===== src/rtl/ads8688_spi_responder.sv =====
// ads8688_spi_responder
// SPI mode-1 slave emulating the ADS8688 manual-channel command/response
// protocol. All SPI pins are oversampled in the clk domain. Each frame
// shifts in a command and returns the previous conversion result.
//
// Ports:
//   clk, arstn          system clock, async active-low reset
//   sclk, csn, mosi     SPI pins from master (CPOL=0, CPHA=1)
//   miso                SPI response bit, MSB first
//   cmd_valid           1-clk pulse when a complete frame's command is accepted
//   cmd_word            last accepted command, held
//   conv_req, conv_ch   conversion request and its channel, held until acked
//   conv_data,
//   conv_valid          sample source response, taken when conv_req & conv_valid
//   frame_err           1-clk pulse on a frame with wrong SCLK count
//   ovr_err             1-clk pulse when a frame starts with a request pending
module ads8688_spi_responder #(
  parameter int unsigned SYNC_STAGES = 2,
  parameter int unsigned FRAME_BITS  = 32
) (
  input  logic        clk,
  input  logic        arstn,
  input  logic        sclk,
  input  logic        csn,
  input  logic        mosi,
  output logic        miso,
  output logic        cmd_valid,
  output logic [15:0] cmd_word,
  output logic        conv_req,
  output logic [2:0]  conv_ch,
  input  logic [15:0] conv_data,
  input  logic        conv_valid,
  output logic        frame_err,
  output logic        ovr_err
);

  localparam int unsigned CNT_W = $clog2(FRAME_BITS + 2);
  localparam int unsigned CMD_W = 16;

  typedef enum logic {M_IDLE, M_SHIFT} main_state_t;
  typedef enum logic {C_IDLE, C_REQ}   conv_state_t;

  main_state_t            m_state;
  conv_state_t            c_state;
  logic [SYNC_STAGES-1:0] sclk_sync;
  logic [SYNC_STAGES-1:0] csn_sync;
  logic [SYNC_STAGES-1:0] mosi_sync;
  logic                   sclk_d;
  logic                   csn_d;
  logic [FRAME_BITS-1:0]  tx_sr;
  logic [FRAME_BITS-1:0]  rx_sr;
  logic [CNT_W-1:0]       bit_cnt;
  logic [CMD_W-1:0]       result_reg;

  logic             sclk_rise, sclk_fall, csn_rise, csn_fall, mosi_bit;
  logic             handshake;
  logic [CMD_W-1:0] rx_cmd;
  logic             is_man;

  // Pin synchronizers plus one delayed copy for edge detection; reset to idle levels
  always_ff @(posedge clk or negedge arstn) begin
    if (!arstn) begin
      sclk_sync <= '0;
      csn_sync  <= '1;
      mosi_sync <= '0;
      sclk_d    <= 1'b0;
      csn_d     <= 1'b1;
    end else begin
      sclk_sync <= {sclk_sync[SYNC_STAGES-2:0], sclk};
      csn_sync  <= {csn_sync[SYNC_STAGES-2:0], csn};
      mosi_sync <= {mosi_sync[SYNC_STAGES-2:0], mosi};
      sclk_d    <= sclk_sync[SYNC_STAGES-1];
      csn_d     <= csn_sync[SYNC_STAGES-1];
    end
  end

  assign sclk_rise = sclk_sync[SYNC_STAGES-1] & ~sclk_d;
  assign sclk_fall = ~sclk_sync[SYNC_STAGES-1] & sclk_d;
  assign csn_rise  = csn_sync[SYNC_STAGES-1] & ~csn_d;
  assign csn_fall  = ~csn_sync[SYNC_STAGES-1] & csn_d;
  assign mosi_bit  = mosi_sync[SYNC_STAGES-1];

  assign handshake = (c_state == C_REQ) && conv_valid;
  assign rx_cmd    = rx_sr[FRAME_BITS-1 -: CMD_W];
  assign is_man    = (rx_cmd[15:13] == 3'b110) && (rx_cmd[9:0] == 10'd0);

  // Frame FSM and conversion FSM with all registered outputs
  always_ff @(posedge clk or negedge arstn) begin
    if (!arstn) begin
      m_state    <= M_IDLE;
      c_state    <= C_IDLE;
      miso       <= 1'b0;
      cmd_valid  <= 1'b0;
      cmd_word   <= '0;
      conv_req   <= 1'b0;
      conv_ch    <= '0;
      frame_err  <= 1'b0;
      ovr_err    <= 1'b0;
      tx_sr      <= '0;
      rx_sr      <= '0;
      bit_cnt    <= '0;
      result_reg <= '0;
    end else begin
      cmd_valid <= 1'b0;
      frame_err <= 1'b0;
      ovr_err   <= 1'b0;

      if (handshake) begin
        result_reg <= conv_data;
        conv_req   <= 1'b0;
        c_state    <= C_IDLE;
      end

      case (m_state)
        M_IDLE: begin
          miso <= 1'b0;
          if (csn_fall) begin
            // A handshake in the same cycle wins over the overrun
            if (handshake) begin
              tx_sr <= FRAME_BITS'(conv_data);
            end else if (c_state == C_REQ) begin
              tx_sr      <= '0;
              ovr_err    <= 1'b1;
              conv_req   <= 1'b0;
              c_state    <= C_IDLE;
              result_reg <= '0;
            end else begin
              tx_sr <= FRAME_BITS'(result_reg);
            end
            bit_cnt <= '0;
            rx_sr   <= '0;
            m_state <= M_SHIFT;
          end
        end

        M_SHIFT: begin
          if (csn_rise) begin
            m_state <= M_IDLE;
            miso    <= 1'b0;
            if (bit_cnt == CNT_W'(FRAME_BITS)) begin
              cmd_word  <= rx_cmd;
              cmd_valid <= 1'b1;
              if (is_man) begin
                conv_ch  <= rx_cmd[12:10];
                conv_req <= 1'b1;
                c_state  <= C_REQ;
              end else if (rx_cmd != '0) begin
                result_reg <= '0;
              end
            end else begin
              frame_err <= 1'b1;
            end
          end else begin
            if (sclk_rise) begin
              miso  <= tx_sr[FRAME_BITS-1];
              tx_sr <= {tx_sr[FRAME_BITS-2:0], 1'b0};
            end
            if (sclk_fall) begin
              rx_sr <= {rx_sr[FRAME_BITS-2:0], mosi_bit};
              // Saturate one past a full frame so long frames stay detectable
              if (bit_cnt != CNT_W'(FRAME_BITS + 1)) begin
                bit_cnt <= bit_cnt + CNT_W'(1);
              end
            end
          end
        end
      endcase
    end
  end

endmodule

===== config.mk =====
export PLATFORM = sky130hd
export DESIGN_NAME = ads8688_spi_responder
export DESIGN_NICKNAME = d
export VERILOG_FILES = /design/src/rtl/ads8688_spi_responder.sv
export SDC_FILE = /design/constraint.sdc
export NUM_CORES = 1
export LEC_CHECK = 0
export ABC_AREA = 1
export CAP_MARGIN = 15
export CORE_ASPECT_RATIO = 1.25
export CORE_UTILIZATION = 62
export CTS_CLUSTER_DIAMETER = 50
export DETAILED_ROUTE_END_ITERATION = 8
export GPL_TIMING_DRIVEN = 1
export PLACE_DENSITY = 0.83
export SYNTH_ARGS = -nofsm -noshare
export SYNTH_HDL_FRONTEND = slang
export SYNTH_SLANG_ARGS = --single-unit

===== constraint.sdc =====
create_clock -name clk -period 2.97 [get_ports clk]
set_clock_uncertainty 0.2 [all_clocks]
set_input_delay 0.594 -clock clk [delete_from_list [all_inputs] [get_ports clk]]
set_output_delay 0.594 -clock clk [all_outputs]
set_load 0.05 [all_outputs]

==> impl_metrics.ini, run 1 <==
[pwr]
intPower_w = 0.00355
comb_power_share_pct = 18.3
power_switching_w = 0.00141
seqPwrFrac_pct = 40.2
clock_power_share_pct = 41.5
switching_share_pct = 28.4
p_leak_nw = 3.43
peakVddDrop_mv = 0.468
power_density_nw_per_um2 = 751

[sta]
finalCritPeriodShare_pct = 83.9
timing.final.crit_period_ps = 2490
setup_tns_ps = 0
max_freq_ghz = 0.401
slew_viol_final = 0
rsz0062_at_grt = false
maxSlewHeadroom_pct = 58.3
hold_viol_final = 0
setup_violations = 0
tightest_slew_ps = 625

[run]
cap_violations = 0

[worst_setup_path]
required_ps = 2180
start_kind = flip-flop
cp_num_buf_inv = 1
crit_path_end_kind = primary output
worstSetupPathType = flip-flop to primary output
ff2ff_setup_slack_ps = 700
cp_max_fo = 2
crit_arrival_ps = 1700
max_stage_delay_ps = 810
crit_path_cell_trace = clkdlybuf4s50_1
crit_path_top_delay_cell = clkdlybuf4s50_1
critPathTopFamily = buffers and inverters

[synthesis]
syn_nets = 728
netlist_instances = 703
synthTopCellsByArea = dfrtp_1, nand2_1, o21ai_0
yosysSeqAreaShare_pct = 55.0
ys_types = 31
netlist_area_um2 = 5470
ys_warn_count = 0
synth.avg_cell_area_um2 = 7.78
ys_ff_latch = 120
yosys.area.top_type = dfrtp_1
netlist.area_leader.share_pct = 53.5

[grt]
overflow = 0
track_usage_pct = 27.9
antenna_found_initial = 0
grt_pass1_wl_um = 19900
grt_pass1_vias = 4556
grt_max_degree = 66

[clocking]
post_cts_resized = 0
cts_sinks = 120
ctsHtreeMaxLevel = 4
cts_root_buf = clkbuf_8
cts_tree = yes
clkLatencyLatePin_ps = 520
cts_made_buffers = 17
clkTransAtPathRegs_ps = 60
cts.path.max_buffers = 2

[place]
dp_hpwl_um = 7430
gp_congestion = 0.821
place_area_um2 = 5990
io_buffer_count = 45

[route]
dr.pass1.iters = 6
routed_via_density = 5.27
routed-via-count = 4614
wl_um = 11800
ant_nets = 0
drcViolationCount = 0
post_drt_wl_per_cell_um = 13.4
drtIter0Drc = 277

[floorplan]
coreArea_um2 = 8380
num_rows = 37
die_w_um = 86.0
io_pins = 46
initial_utilization_pct = 65.3
die_area_um2 = 9210
die_y_um = 107

[worst_hold_path]
hold_class = flip-flop to flip-flop

[finish]
final_common_cell = nand2_1
top_regs = rx_sr (32), tx_sr (32)
fin_area_um2 = 6600
nets = 771
layout_common_cells = nand2_1, dfrtp_1, o21ai_0, clkdlybuf4s50_1, inv_1
drive_gt1_share_pct = 7.77
n_antenna_cell = 0
syn2layout_area_growth_pct = 20.7

[status]
outcome = complete, no violations
power groups by stage:
stage          sequential, W  clock (W)  combinational [W]
6_report             0.00199    0.00206           0.000909
5_1_grt              0.00201    0.00214            0.00105
4_1_cts              0.00199    0.00207           0.000911
3_5_place_dp         0.00201          0           0.000887
3_3_place_gp         0.00201          0           0.000851
2_1_floorplan        0.00198          0           0.000691
cells in the mapped netlist:
cell type  instances
xnor2_1            1
nor2_1            25
nor2_4             1
ha_1               3
nand2_1          384
o21ai_1            7
inv_1             33
nand2_2            1
nor2_8             1
nor2_2             1
clkbuf_1          11
or2_2              1
a31oi_1            1
a21oi_1            3
o21ai_2            1
nand3_2            1
buf_4              5
o22ai_1            3
xor2_1             2
nand3_4            1
buf_6              3
o21ai_0           62
inv_2              4
buf_1              1
dfstp_2            3
nand4_1            1
nor3_1             2
inv_4              1
dfrtp_1          117
buf_2             14
nand3_1            9
path summary, 6_finish.rpt:
path,from,endpoint,cells after the start
worst max-delay path,conv_ch[2],conv_ch[2],1
worst min-delay path,sclk_sync[0],sclk_sync[1],0
worst max register to register,csn_sync[1],tx_sr[15],7
worst min register to register,sclk_sync[0],sclk_sync[1],0
max in group asynchronous,arstn,csn_d,3
min in group asynchronous,arstn,result_reg[2],2
final cells by class:
cell class / instances / area (µm²)
Tap cell: 117 / 146
Inverter: 38 / 145
Clock buffer: 24 / 480
Clock inverter: 8 / 118
Multi-Input combinational cell: 511 / 2130
Timing Repair Buffer: 58 / 573
Sequential cell: 120 / 3010
Fill cell: 574 / 1780
metrics by stage:
step                total power [W]  util (%)  setup WS, ps  hold WS (ps)  instances
finish                      0.00496      78.8           478           145        876
global route                0.00521      78.8           449           163        876
CTS                         0.00497      78.8           455           147        876
detailed placement          0.00290      71.5           596           141        843
global placement            0.00286      71.5           693           137        843
floorplan                   0.00267         -          1310          98.4        703
metal layers:
metal  up-vias  share of wire [%]  track usage [%]
li1       2247                  -                -
met1      2197                 42             32.9
met2       154                 52             49.0
met3        16                5.0             5.93
met4         0                1.3             11.8
met5         -                  0                0
logic make-up (layout without fill, tap and decap cells):
family / Yosys count / in the layout / share of synthesized area, %
AO/OA/AOI/OAI: 77 / 77 / 7.20
XOR/XNOR: 3 / 3 / 0.480
adder cells (fa/ha/maj): 3 / 3 / 0.686
buffers and inverters: 72 / 128 / 6.06
flip-flops: 120 / 120 / 55.0
AND/OR/NAND/NOR: 428 / 428 / 30.6
timing repair:
action,4_1_cts,5_1_grt
hold buffers,1,0
endpoints found under the hold margin,29,0
buffers inserted,0,0
Note: power is estimated with default switching activity, not from simulation.
==> inputs of run 2 (changes only) <==
Settings changed: CORE_UTILIZATION 62 to 58, PLACE_DENSITY 0.83 to 0.78.
Clock period 2.97 ns to 2.3 ns, I/O delays scaled along.
==> run 2 against run 1 <==
  * Register-to-register slack got worse by 490 ps
  * Sequential share of layout area decreased by 0.52 points
  * Worst hold slack improved by 2.9 ps
  * Critical path type unchanged
==> impl_metrics.ini, run 2 (synthesized netlist as in run 1, its figures left out) <==
[pwr]
power_density_nw_per_um2 = 986
power_w = 0.00658
comb_power_share_pct = 17.7
power_switching_w = 0.00178
p_leak_nw = 3.50
intPower_w = 0.00480
switching_share_pct = 27.1
seqPwrFrac_pct = 39.0
clock_power_share_pct = 43.3
peakVddDrop_mv = 0.525

[place]
dp_hpwl_um = 7300
io_buffer_count = 45
place_area_um2 = 6010
gp_congestion = 0.820

[route]
ant_nets = 0
dr.pass1.iters = 5
routed-via-count = 4490
drtIter0Drc = 320
drcViolationCount = 0
routed_via_density = 5.08
wl_um = 11400
post_drt_wl_per_cell_um = 12.9

[finish]
multiInputGateArea_um2 = 2130
drive_gt1_share_pct = 8.29
fill_cells = 704
top_regs = rx_sr (32), tx_sr (32)
final_common_cell = nand2_1
fin_area_um2 = 6680
regArea_um2 = 3010
nets = 773
syn2layout_area_growth_pct = 22.1
layout_common_cells = nand2_1, dfrtp_1, o21ai_0, clkdlybuf4s50_1, inv_1
n_antenna_cell = 0

[floorplan]
num_rows = 39
io_pins = 46
die_y_um = 111
initial_utilization_pct = 59.6
coreArea_um2 = 9170
die_w_um = 88.9
die_area_um2 = 9830

[worst_setup_path]
crit_path_end_kind = primary output
max_stage_delay_ps = 810
crit_path_cell_trace = clkdlybuf4s50_1
required_ps = 1640
critPathTopFamily = buffers and inverters
crit_arrival_ps = 1580
worstSetupPathType = flip-flop to primary output
cp_max_fo = 2
start_kind = flip-flop
crit_path_top_delay_cell = clkdlybuf4s50_1
cp_num_buf_inv = 1
ff2ff_setup_slack_ps = 210

[status]
outcome = complete, no violations

[grt]
grt_max_degree = 50
track_usage_pct = 26.5
grt_pass1_wl_um = 19900
antenna_found_initial = 0
grt_pass1_vias = 4447
overflow = 0

[clocking]
cts_sinks = 120
cts_tree = yes
clkTransAtPathRegs_ps = 50
cts_root_buf = clkbuf_16
cts.path.max_buffers = 2
clkLatencyLatePin_ps = 410
cts_made_buffers = 17
ctsHtreeMaxLevel = 4

[sta]
fin_hold_ws_ps = 148
max_freq_ghz = 0.446
maxSlewHeadroom_pct = 63.8
tightest_slew_ps = 543
finalCritPeriodShare_pct = 97.5
slew_viol_final = 0
timing.final.crit_period_ps = 2240
setup_tns_ps = 0
hold_viol_final = 0
rsz0062_at_grt = false
setup_violations = 0

[worst_hold_path]
hold_class = flip-flop to flip-flop

[run]
cap_violations = 0
run 2: layout make-up:
type                       count  share of cell area (%)
clock inverter                 7                    2.06
clock buffer                  24                    7.66
sequential                   120                    45.0
tap                          123                    2.30
timing repair buffer          60                    8.84
multi-input combinational    511                    31.9
inverter                      38                    2.17
run 2: final timing paths:
| path | end | cells past startpoint | from |
|---|---|---|---|
| max reg2reg | rx_sr[10] | 9 | csn_d |
| max in group asynchronous | csn_d | 3 | arstn |
| min | mosi_sync[1] | 0 | mosi_sync[0] |
| min reg2reg | mosi_sync[1] | 0 | mosi_sync[0] |
| min in group asynchronous | conv_ch[1] | 2 | arstn |
| max | miso | 1 | miso |
run 2: what timing repair did:
| action | in CTS | in global routing |
|---|---|---|
| hold buffers | 1 | 0 |
| endpoints found under the setup margin | 0 | 2 |
| hold endpoints to repair | 34 | 0 |
| resized for setup | 0 | 2 |
| setup buffers | 0 | 0 |
run 2: power by group through the flow:
stage | clock network (W) | registers, W | logic [W]
6_report | 0.00285 | 0.00257 | 0.00117
5_1_grt | 0.00299 | 0.00261 | 0.00136
4_1_cts | 0.00289 | 0.00257 | 0.00117
3_5_place_dp | 0 | 0.00259 | 0.00113
3_3_place_gp | 0 | 0.00259 | 0.00109
2_1_floorplan | 0 | 0.00256 | 0.000893
run 2: per-stage QoR:
step | cells | setup WS [ps] | utilization, %
after detailed placement | 851 | 231 | 65.6
after floorplan | 703 | 635 | -
after global placement | 851 | 260 | 65.6
final | 883 | 58.4 | 72.8
after CTS | 883 | 18.1 | 72.7
after global routing | 883 | 11.4 | 72.8
run 2: per-layer routing:
layer	GRT usage [%]	wire (µm)	vias to the layer above	part of all wire, %
li1	-	-	2251	-
met1	33.4	5040	2110	44
met2	40.6	5640	100	49
met3	8.52	472	29	4.1
met4	13.0	250	0	2.2
met5	0	0	-	0
==> inputs of run 3 (changes only) <==
Settings changed: CAP_MARGIN 15 to 20, CORE_MARGIN set to 2.
==> run 3 against run 2 <==
  * Maximum frequency down 0.47%
  * Worst hold slack worse by 1.6 ps
  * Register-to-register slack about the same
  * Non-clock buffer count unchanged
  * Die area up 4.1%
  * Power down 0.51%
  * Core utilization down 0.19 points
  * Combinational power about the same
  * Cell area down 0.26%
  * Via count up 1.4%
  * Flip-flop and latch count unchanged
==> impl_metrics.ini, run 3 (synthesized netlist as in run 1, its figures left out) <==
[status]
outcome = complete, no violations

[worst_setup_path]
crit_arrival_ps = 1590
worstSetupPathType = flip-flop to primary output
ff2ff_path_depth = 8
critPathTopFamily = buffers and inverters
cp_num_buf_inv = 1
r2r-end = rx_sr[0]
cp_max_fo = 2
start_kind = flip-flop
crit_path_top_delay_cell = clkdlybuf4s50_1
required_ps = 1640
crit_path_cell_trace = clkdlybuf4s50_1
crit_cells = 1
crit_path_end_kind = primary output
r2r-start = csn_d
ff2ff_setup_slack_ps = 220
max_stage_delay_ps = 830

[pwr]
clock_power_share_pct = 43.0
power_switching_w = 0.00180
seqPwrFrac_pct = 39.2
intPower_w = 0.00475
p_leak_nw = 3.47
peakVddDrop_mv = 0.626
switching_share_pct = 27.5
power_density_nw_per_um2 = 983
comb_power_share_pct = 17.8

[clocking]
cts_sinks = 120
cts_tree = yes
ctsHtreeMaxLevel = 4
post-cts-setup-buffer-count = 0
clkLatencyLatePin_ps = 410
cts_made_buffers = 17
cts_root_buf = clkbuf_16
clkTransAtPathRegs_ps = 50
cts.path.max_buffers = 2

[floorplan]
initial_utilization_pct = 59.6
num_rows = 39
io_pins = 46
die_y_um = 113
coreArea_um2 = 9170
die_w_um = 90.9
die_area_um2 = 10200

[finish]
top_regs = rx_sr (32), tx_sr (32)
n_antenna_cell = 0
drive_gt1_share_pct = 8.02
layout_common_cells = nand2_1, dfrtp_1, o21ai_0, clkdlybuf4s50_1, inv_1
syn2layout_area_growth_pct = 21.8
nets = 773
final_common_cell = nand2_1

[worst_hold_path]
hold_end = mosi_sync[1]
hold_class = flip-flop to flip-flop
worstHoldStart = mosi_sync[0]
hold_path_depth = 0

[place]
io_buffer_count = 45
gp_congestion = 0.883
dp_hpwl_um = 7440
pre_cts_ws_ps = 208

[grt]
track_usage_pct = 25.0
grt_max_degree = 53
grt_pass1_wl_um = 20500
grt_pass1_vias = 4468
overflow = 0
antenna_found_initial = 0

[route]
ant_nets = 0
drtIter0Drc = 316
routed-via-count = 4553
dr.pass1.iters = 5
post_drt_wl_per_cell_um = 13.2
drcViolationCount = 0
wl_um = 11700
routed_via_density = 5.15

[sta]
setup_violations = 0
tightest_slew_ps = 557
setup_ws_ps = 47.9
finalCritPeriodShare_pct = 97.9
maxSlewHeadroom_pct = 62.9
timing.final.crit_period_ps = 2250
max_freq_ghz = 0.444
hold_viol_final = 0
rsz0062_at_grt = false
fin_hold_ws_ps = 147
slew_viol_final = 0
setup_tns_ps = 0

[run]
cap_violations = 0
## run 3: cell types whose count changed in the layout (fill, tap and decap cells not counted)
cell,delta
dlymetal6s2s_1,-1
clkinv_4,+1
clkbuf_1,+3
clkinvlp_4,-1
clkbuf_8,-2
clkdlybuf4s50_1,+1
## run 3: repair_timing
item                                    in CTS  in global routing
hold endpoints to repair                    33                  0
gates resized for setup                      0                  1
endpoints found under the setup margin       0                  1
hold buffers                                 1                  0
## run 3: layer usage
metal  GRT usage, %  part of all wire, %
met1           31.7                   43
met2           40.8                   50
met3           6.98                  5.0
met4           10.1                  2.0
met5              0                    0
## run 3: worst register-to-register path: cells and delay by family (launching register included)
kind	cells	cell delay, ps
compound gates	1	220
buf+inv	3	490
flops	1	510
simple gates	4	580
## run 3: stage by stage
stage	cells	utilization, %	total power [W]	instance area (µm²)
after global routing	884	72.6	0.00693	6660
after global placement	851	65.6	0.00368	6010
after detailed placement	851	65.6	0.00373	6010
after floorplan	703	-	0.00345	5470
final	884	72.6	0.00655	6660
after CTS	884	72.6	0.00659	6660
## run 3: worst max path at each step
stage / startpoint / end / slack (ps)
floorplan: bit_cnt[0] / result_reg[4] / 640
global placement: conv_valid / tx_sr[15] / 290
detailed placement: conv_valid / result_reg[3] / 210
CTS: conv_ch[0] / conv_ch[0] / 10
global route: cmd_word[11] / cmd_word[11] / 4
finish: conv_ch[0] / conv_ch[0] / 50
## run 3: cell type report
class	instances	area [µm²]
well taps	123	154
clock inverters	7	139
fillers	703	2510
flip-flops and latches	120	3010
repair buffers	60	588
inverters	38	145
multi-input cells	511	2130
clock buffers	25	495
## run 3: power by group through the flow
stage / clock network, W / registers [W] / logic, W
detailed placement: 0 / 0.00259 / 0.00114
CTS: 0.00286 / 0.00256 / 0.00117
global route: 0.00298 / 0.00260 / 0.00135
floorplan: 0 / 0.00256 / 0.000893
finish: 0.00282 / 0.00257 / 0.00117
global placement: 0 / 0.00259 / 0.00110
